## src/rtl/decode_regfile_pkg.sv

```systemverilog
// Shared decode-stage constants: register file geometry and scoreboard counter limits.
package decode_regfile_pkg;

  localparam int DEF_REG_WIDTH = 16;
  localparam int DEF_NUM_REGS  = 16;
  localparam int DEF_IDX_WIDTH = 4;
  localparam int DEF_CNT_WIDTH = 2;
  localparam int DEF_CNT_MAX   = (1 << DEF_CNT_WIDTH) - 1;

  // One source or destination reference carried by a decoded instruction.
  typedef struct packed {
    logic                     valid;
    logic [DEF_IDX_WIDTH-1:0] idx;
  } regRef_t;

  function automatic logic idxMatch(input logic [DEF_IDX_WIDTH-1:0] a,
                                    input logic [DEF_IDX_WIDTH-1:0] b);
    return a == b;
  endfunction

endpackage

```

## src/rtl/decode_regfile_reg_scoreboard.sv

```systemverilog
// Per-register pending-write counters, dependency stall generation and the sticky
// scoreboard error flag for the decode-stage register file.
module reg_scoreboard
  import decode_regfile_pkg::*;
#(
  parameter int NUM_REGS  = DEF_NUM_REGS,
  parameter int IDX_WIDTH = DEF_IDX_WIDTH,
  parameter int CNT_WIDTH = DEF_CNT_WIDTH
) (
  input  logic                 clock,
  input  logic                 reset,
  input  logic                 lock,
  input  logic                 wbEnable,
  input  logic [IDX_WIDTH-1:0] wbIdx,
  input  logic                 issueValid,
  input  logic                 src1Valid,
  input  logic [IDX_WIDTH-1:0] src1Idx,
  input  logic                 src2Valid,
  input  logic [IDX_WIDTH-1:0] src2Idx,
  input  logic                 destValid,
  input  logic [IDX_WIDTH-1:0] destIdx,
  output logic                 depStall,
  output logic [NUM_REGS-1:0]  pending,
  output logic                 scoreboardErr
);

  localparam logic [CNT_WIDTH-1:0] CNT_MAX = '1;
  localparam logic [CNT_WIDTH-1:0] CNT_ONE = CNT_WIDTH'(1);

  logic [CNT_WIDTH-1:0] cnt     [NUM_REGS];
  logic [CNT_WIDTH-1:0] cntNext [NUM_REGS];
  logic [CNT_WIDTH-1:0] eff     [NUM_REGS];
  logic [NUM_REGS-1:0]  wbDec;
  logic [NUM_REGS-1:0]  issueInc;
  logic                 src1Busy;
  logic                 src2Busy;
  logic                 destFull;
  logic                 issueFire;
  logic                 errSet;

  // eff[] is the count as it will stand after this cycle's commit, so an
  // instruction waiting on the last outstanding write issues in the commit cycle.
  always_comb begin
    for (int i = 0; i < NUM_REGS; i++) begin
      wbDec[i] = lock && wbEnable && (wbIdx == IDX_WIDTH'(i));
      eff[i]   = cnt[i] - (wbDec[i] ? CNT_ONE : '0);
    end
  end

  always_comb begin
    src1Busy  = src1Valid && (eff[src1Idx] != '0);
    src2Busy  = src2Valid && (eff[src2Idx] != '0);
    destFull  = destValid && (cnt[destIdx] == CNT_MAX) && !wbDec[destIdx];
    depStall  = lock && issueValid && (src1Busy || src2Busy || destFull);
    issueFire = lock && issueValid && destValid && !depStall;
  end

  always_comb begin
    errSet = 1'b0;
    for (int i = 0; i < NUM_REGS; i++) begin
      issueInc[i] = issueFire && (destIdx == IDX_WIDTH'(i));
      cntNext[i]  = cnt[i];
      if (issueInc[i] && !wbDec[i]) begin
        if (cnt[i] != CNT_MAX) cntNext[i] = cnt[i] + CNT_ONE;
      end else if (!issueInc[i] && wbDec[i]) begin
        if (cnt[i] == '0) errSet = 1'b1;
        else              cntNext[i] = cnt[i] - CNT_ONE;
      end
    end
  end

  always_ff @(posedge clock) begin
    if (reset) begin
      for (int i = 0; i < NUM_REGS; i++) cnt[i] <= '0;
      scoreboardErr <= 1'b0;
    end else if (lock) begin
      for (int i = 0; i < NUM_REGS; i++) cnt[i] <= cntNext[i];
      if (errSet) scoreboardErr <= 1'b1;
    end
  end

  always_comb begin
    for (int i = 0; i < NUM_REGS; i++) pending[i] = (cnt[i] != '0);
  end

endmodule

```

## src/rtl/decode_regfile.sv

```systemverilog
// Decode-stage register file: architectural data array with same-cycle writeback
// bypass on both source read ports, plus the pending-write scoreboard.
module decode_regfile
  import decode_regfile_pkg::*;
#(
  parameter int REG_WIDTH = DEF_REG_WIDTH,
  parameter int NUM_REGS  = DEF_NUM_REGS,
  parameter int IDX_WIDTH = DEF_IDX_WIDTH,
  parameter int CNT_WIDTH = DEF_CNT_WIDTH
) (
  input  logic                 I_CLOCK,
  input  logic                 I_RESET,
  input  logic                 I_LOCK,
  input  logic                 I_WriteBackEnable,
  input  logic [IDX_WIDTH-1:0] I_WriteBackRegIdx,
  input  logic [REG_WIDTH-1:0] I_WriteBackData,
  input  logic                 I_IssueValid,
  input  logic                 I_Src1Valid,
  input  logic                 I_Src2Valid,
  input  logic [IDX_WIDTH-1:0] I_Src1Idx,
  input  logic [IDX_WIDTH-1:0] I_Src2Idx,
  input  logic                 I_DestValid,
  input  logic [IDX_WIDTH-1:0] I_DestIdx,
  output logic [REG_WIDTH-1:0] O_Src1Data,
  output logic [REG_WIDTH-1:0] O_Src2Data,
  output logic                 O_DepStall,
  output logic [NUM_REGS-1:0]  O_Pending,
  output logic                 O_ScoreboardErr
);

  // Issue handshake: an instruction presented with I_IssueValid is accepted on
  // a rising edge where I_LOCK is high and O_DepStall is low; otherwise decode
  // must hold it unchanged. Writebacks are never back-pressured.

  logic [REG_WIDTH-1:0] regs [NUM_REGS];
  logic                 wbFire;

  assign wbFire = I_LOCK && I_WriteBackEnable;

  always_ff @(posedge I_CLOCK) begin
    if (I_RESET) begin
      for (int i = 0; i < NUM_REGS; i++) regs[i] <= '0;
    end else if (wbFire) begin
      regs[I_WriteBackRegIdx] <= I_WriteBackData;
    end
  end

  always_comb begin
    O_Src1Data = (wbFire && (I_WriteBackRegIdx == I_Src1Idx)) ? I_WriteBackData
                                                               : regs[I_Src1Idx];
    O_Src2Data = (wbFire && (I_WriteBackRegIdx == I_Src2Idx)) ? I_WriteBackData
                                                               : regs[I_Src2Idx];
  end

  reg_scoreboard #(
    .NUM_REGS  (NUM_REGS),
    .IDX_WIDTH (IDX_WIDTH),
    .CNT_WIDTH (CNT_WIDTH)
  ) u_scoreboard (
    .clock         (I_CLOCK),
    .reset         (I_RESET),
    .lock          (I_LOCK),
    .wbEnable      (I_WriteBackEnable),
    .wbIdx         (I_WriteBackRegIdx),
    .issueValid    (I_IssueValid),
    .src1Valid     (I_Src1Valid),
    .src1Idx       (I_Src1Idx),
    .src2Valid     (I_Src2Valid),
    .src2Idx       (I_Src2Idx),
    .destValid     (I_DestValid),
    .destIdx       (I_DestIdx),
    .depStall      (O_DepStall),
    .pending       (O_Pending),
    .scoreboardErr (O_ScoreboardErr)
  );

endmodule

```

## config.mk

```make
export PLATFORM = sky130hd
export DESIGN_NAME = decode_regfile
export DESIGN_NICKNAME = d
export VERILOG_FILES = /design/src/rtl/decode_regfile_pkg.sv /design/src/rtl/decode_regfile_reg_scoreboard.sv /design/src/rtl/decode_regfile.sv
export SDC_FILE = /design/constraint.sdc
export NUM_CORES = 1
export LEC_CHECK = 0
export CORE_ASPECT_RATIO = 0.6
export CORE_MARGIN = 1
export CORE_UTILIZATION = 45
export CTS_CLUSTER_DIAMETER = 40
export DETAILED_ROUTE_END_ITERATION = 10
export PLACE_DENSITY = 0.64
export SLEW_MARGIN = 20
export SYNTH_ARGS = -nofsm -noshare
export SYNTH_HDL_FRONTEND = slang
export SYNTH_SLANG_ARGS = --single-unit
```

## constraint.sdc

```tcl
create_clock -name I_CLOCK -period 4.1 [get_ports I_CLOCK]
set_clock_uncertainty 0.05 [all_clocks]
set_input_delay 0.82 -clock I_CLOCK [delete_from_list [all_inputs] [get_ports I_CLOCK]]
set_output_delay 0.82 -clock I_CLOCK [all_outputs]
set_load 0.1 [all_outputs]
```

==> metrics.txt <==
Register Area ~8700 sq um; CTS clk-pin slew, worst paths roughly 0.06 ns; Worst Setup EP O_DepStall; worst path arrival time ~3.3 ns; vias per cell roughly 6; Reg2Reg Capture Point u_scoreboard.cnt[12][0]; IO Pins 90; leading area contributor after synthesis edfxtp_1; area share of the largest cell type after synthesis between 40% and 50%; drt pass-1 iters 5; initial core utilization 46.08%; Post-Route WL between 50 and 60 mm; IO Port Bufs 89; Top Family by Delay on Critical Path buffers and inverters; Post-Syn Area 17540 sq um; Post-DP HPWL between 40 and 50 mm; Worst Reg-to-Reg Cells 12; Stages on worst setup path 14; hold buffers post-CTS 0; Worst Path Buf+Inv 5; CTS tree yes; total die area a little under 40000 sq um; final setup margin -0.08275 ns; Die H between 150 and 200 um; clock latency on the worst-skew pair around 0.53 ns; Root Driver clkbuf_16; Vias ~13000; max incr delay on CP between 0.5 and 0.6 ns; EDFF count, synth 288; Cell Count, Final, Fillers Out around 2100; DRT iter0 DRCs approximately 1500; Final #Nets around 1600; failing checks antenna rules, setup timing; Post-synth top cells edfxtp_1, and2_1, mux4_2; critical path peak fanout 3; Mapped Cells about 1300; P&R area growth vs syn 29.55%; cell count after placement just under 2000; final number of setup-violating endpoints 3; CP Data Required Time ~3.2 ns; PD cells 393.3 nW/um^2; outcome complete, but fails checks; initial antenna violation count 3; worst vdd ir ~0.31 mV; most common cell in the netlist edfxtp_1; Sink Count 289; critical path type primary input to primary output; global-route wire length before repair between 80 and 90 mm; row count 55; unrepaired setup endpoints after global routing yes; leak pwr between 8 and 9 nW; htree depth 2; GP Congestion ~1; Worst setup SP type primary input; drt drc 0; global-route total usage across every layer a little under a third; largest net degree at the start of global routing 34; die span in x between 200 and 300 um; CP max-delay cell mux4_2; max-cap viol count 0; Post-synth ARST share 0%; antenna-violating nets left 1; YS warnings 0; largest cells by area after synthesis edfxtp_1, mux4_2, and2_1, mux2_2, nand2_1; area of the multi-input gates just under 9000 sq um; Syn Area/Cell 13.53 sq um; share of post-route cells with drive strength above 1 roughly two fifths; CTS buffer count 36; Avg WL per Cell about 29 um; total congestion overflow 0; sequential area share after synthesis about half; actual slew at the worst max-slew pin 0.9891 ns; Top cell by count, worst path buf_6; fin crit period around 4.2 ns; R2R Path Start u_scoreboard.cnt[7][0]; Primary FF master, synth edfxtp_1; syn nets approximately 1400; Netlist cell types 61; Max Fclk about 240 MHz; Crit. End Element primary output; CTS Buffer Depth 3; Max-slew headroom around 34%; Overall Power a little under 0.009 W; Fin. Hold Viols 0; core area around 38000 sq um; count of state elements after synthesis about 290; CP Cell Sequence buf_8, buf_6, and4b_2, buf_6, nand2_4, inv_2, ha_4, xor2_4, o32ai_2, mux4_2, nor2_4, a41o_1, o211a_4, buf_12; Max Slew Vio Count 0; Fill cells slightly below 3000; Critical Path Start I_LOCK; final worst path period share 102.0%; Worst Hold Class register to register; vias in the first global route about 13000; worst hold slack approximately 0.53 ns; flop2flop setup slack 0.54 ns
-- stage by stage --
stage	TNS, ns	util, %	cell area [sq um]	setup WS, ns
CTS	0	58.91	22420	0.0008547
floorplan	0	-	17560	0.01202
finish	-0.1394	59.69	22720	-0.08275
global placement	-28.28	54.04	20560	-0.8177
global route	-0.1367	59.65	22700	-0.08605
detailed placement	-30.35	54.06	20570	-0.8293
-- registers in the layout, indices dropped and copies added (netlist names) --
signal                      cells
regs                          256
u_scoreboard.cnt               32
u_scoreboard.scoreboardErr      1
-- report_power, final --
part           switching [W]  internal [W]
clock network        0.00134       0.00200
registers           0.000111       0.00342
logic                0.00122      0.000832
-- area by class of cell --
class                           instances  area share, %
Multi-Input combinational cell        864          39.08
Timing Repair Buffer                  317          13.68
Inverter                               43         0.7325
Tap cell                              513          2.826
Sequential cell                       289          38.16
Clock buffer                           42          4.158
Clock inverter                         24          1.294
Antenna cell                            6        0.06609
-- placed cells by master (no fill, tap or decap), types with 12 or more instances in the layout --
master	instances
buf_12	46
nand2_1	81
nor2_1	55
edfxtp_1	288
xnor2_1	23
xor2_1	21
or2_2	14
nand3_1	12
and2_1	225
clkdlybuf4s50_1	43
clkbuf_16	37
inv_1	32
mux2_2	33
and3_1	34
mux4_2	165
buf_4	210
-- worst min path at each step --
stage | to | cells after the start | from
6_report | u_scoreboard.scoreboardErr | 2 | u_scoreboard.scoreboardErr
5_1_grt | u_scoreboard.scoreboardErr | 2 | u_scoreboard.scoreboardErr
4_1_cts | u_scoreboard.scoreboardErr | 2 | u_scoreboard.scoreboardErr
3_5_place_dp | u_scoreboard.scoreboardErr | 2 | u_scoreboard.scoreboardErr
3_3_place_gp | u_scoreboard.scoreboardErr | 2 | u_scoreboard.scoreboardErr
2_1_floorplan | u_scoreboard.cnt[10][0] | 1 | u_scoreboard.cnt[10][0]
-- cells by family after synthesis --
logic type | count (synthesis) | share of synthesized area, %
buffers and inverters | 143 | 3.268
AO/OA/AOI/OAI | 66 | 2.847
XOR/XNOR | 54 | 2.697
adder cells (fa/ha/maj) | 16 | 1.142
flip-flops | 289 | 49.43
AND/OR/NAND/NOR | 527 | 16.95
multiplexers | 201 | 23.67
-- tightest hold or removal path: stages (launching register included) --
cell and delay, ns:
dfxtp_1 0.34, nor2_1 0.12, a311oi_1 0.06
-- metal layers --
metal / part of all wire (%) / wire, um / GRT usage, %
met5: 0 / 0 / 0
met4: 1.8 / 1105 / 5.896
met3: 13 / 7825 / 10.52
met2: 42 / 25200 / 42.70
met1: 43 / 25670 / 45.14
-- what timing repair did --
item / CTS / global route
setup endpoints to repair: 39 / 11
resized for setup: 113 / 45
pin swaps: 24 / 22
buffers inserted: 35 / 10
Note: power is estimated with default switching activity, not from simulation.
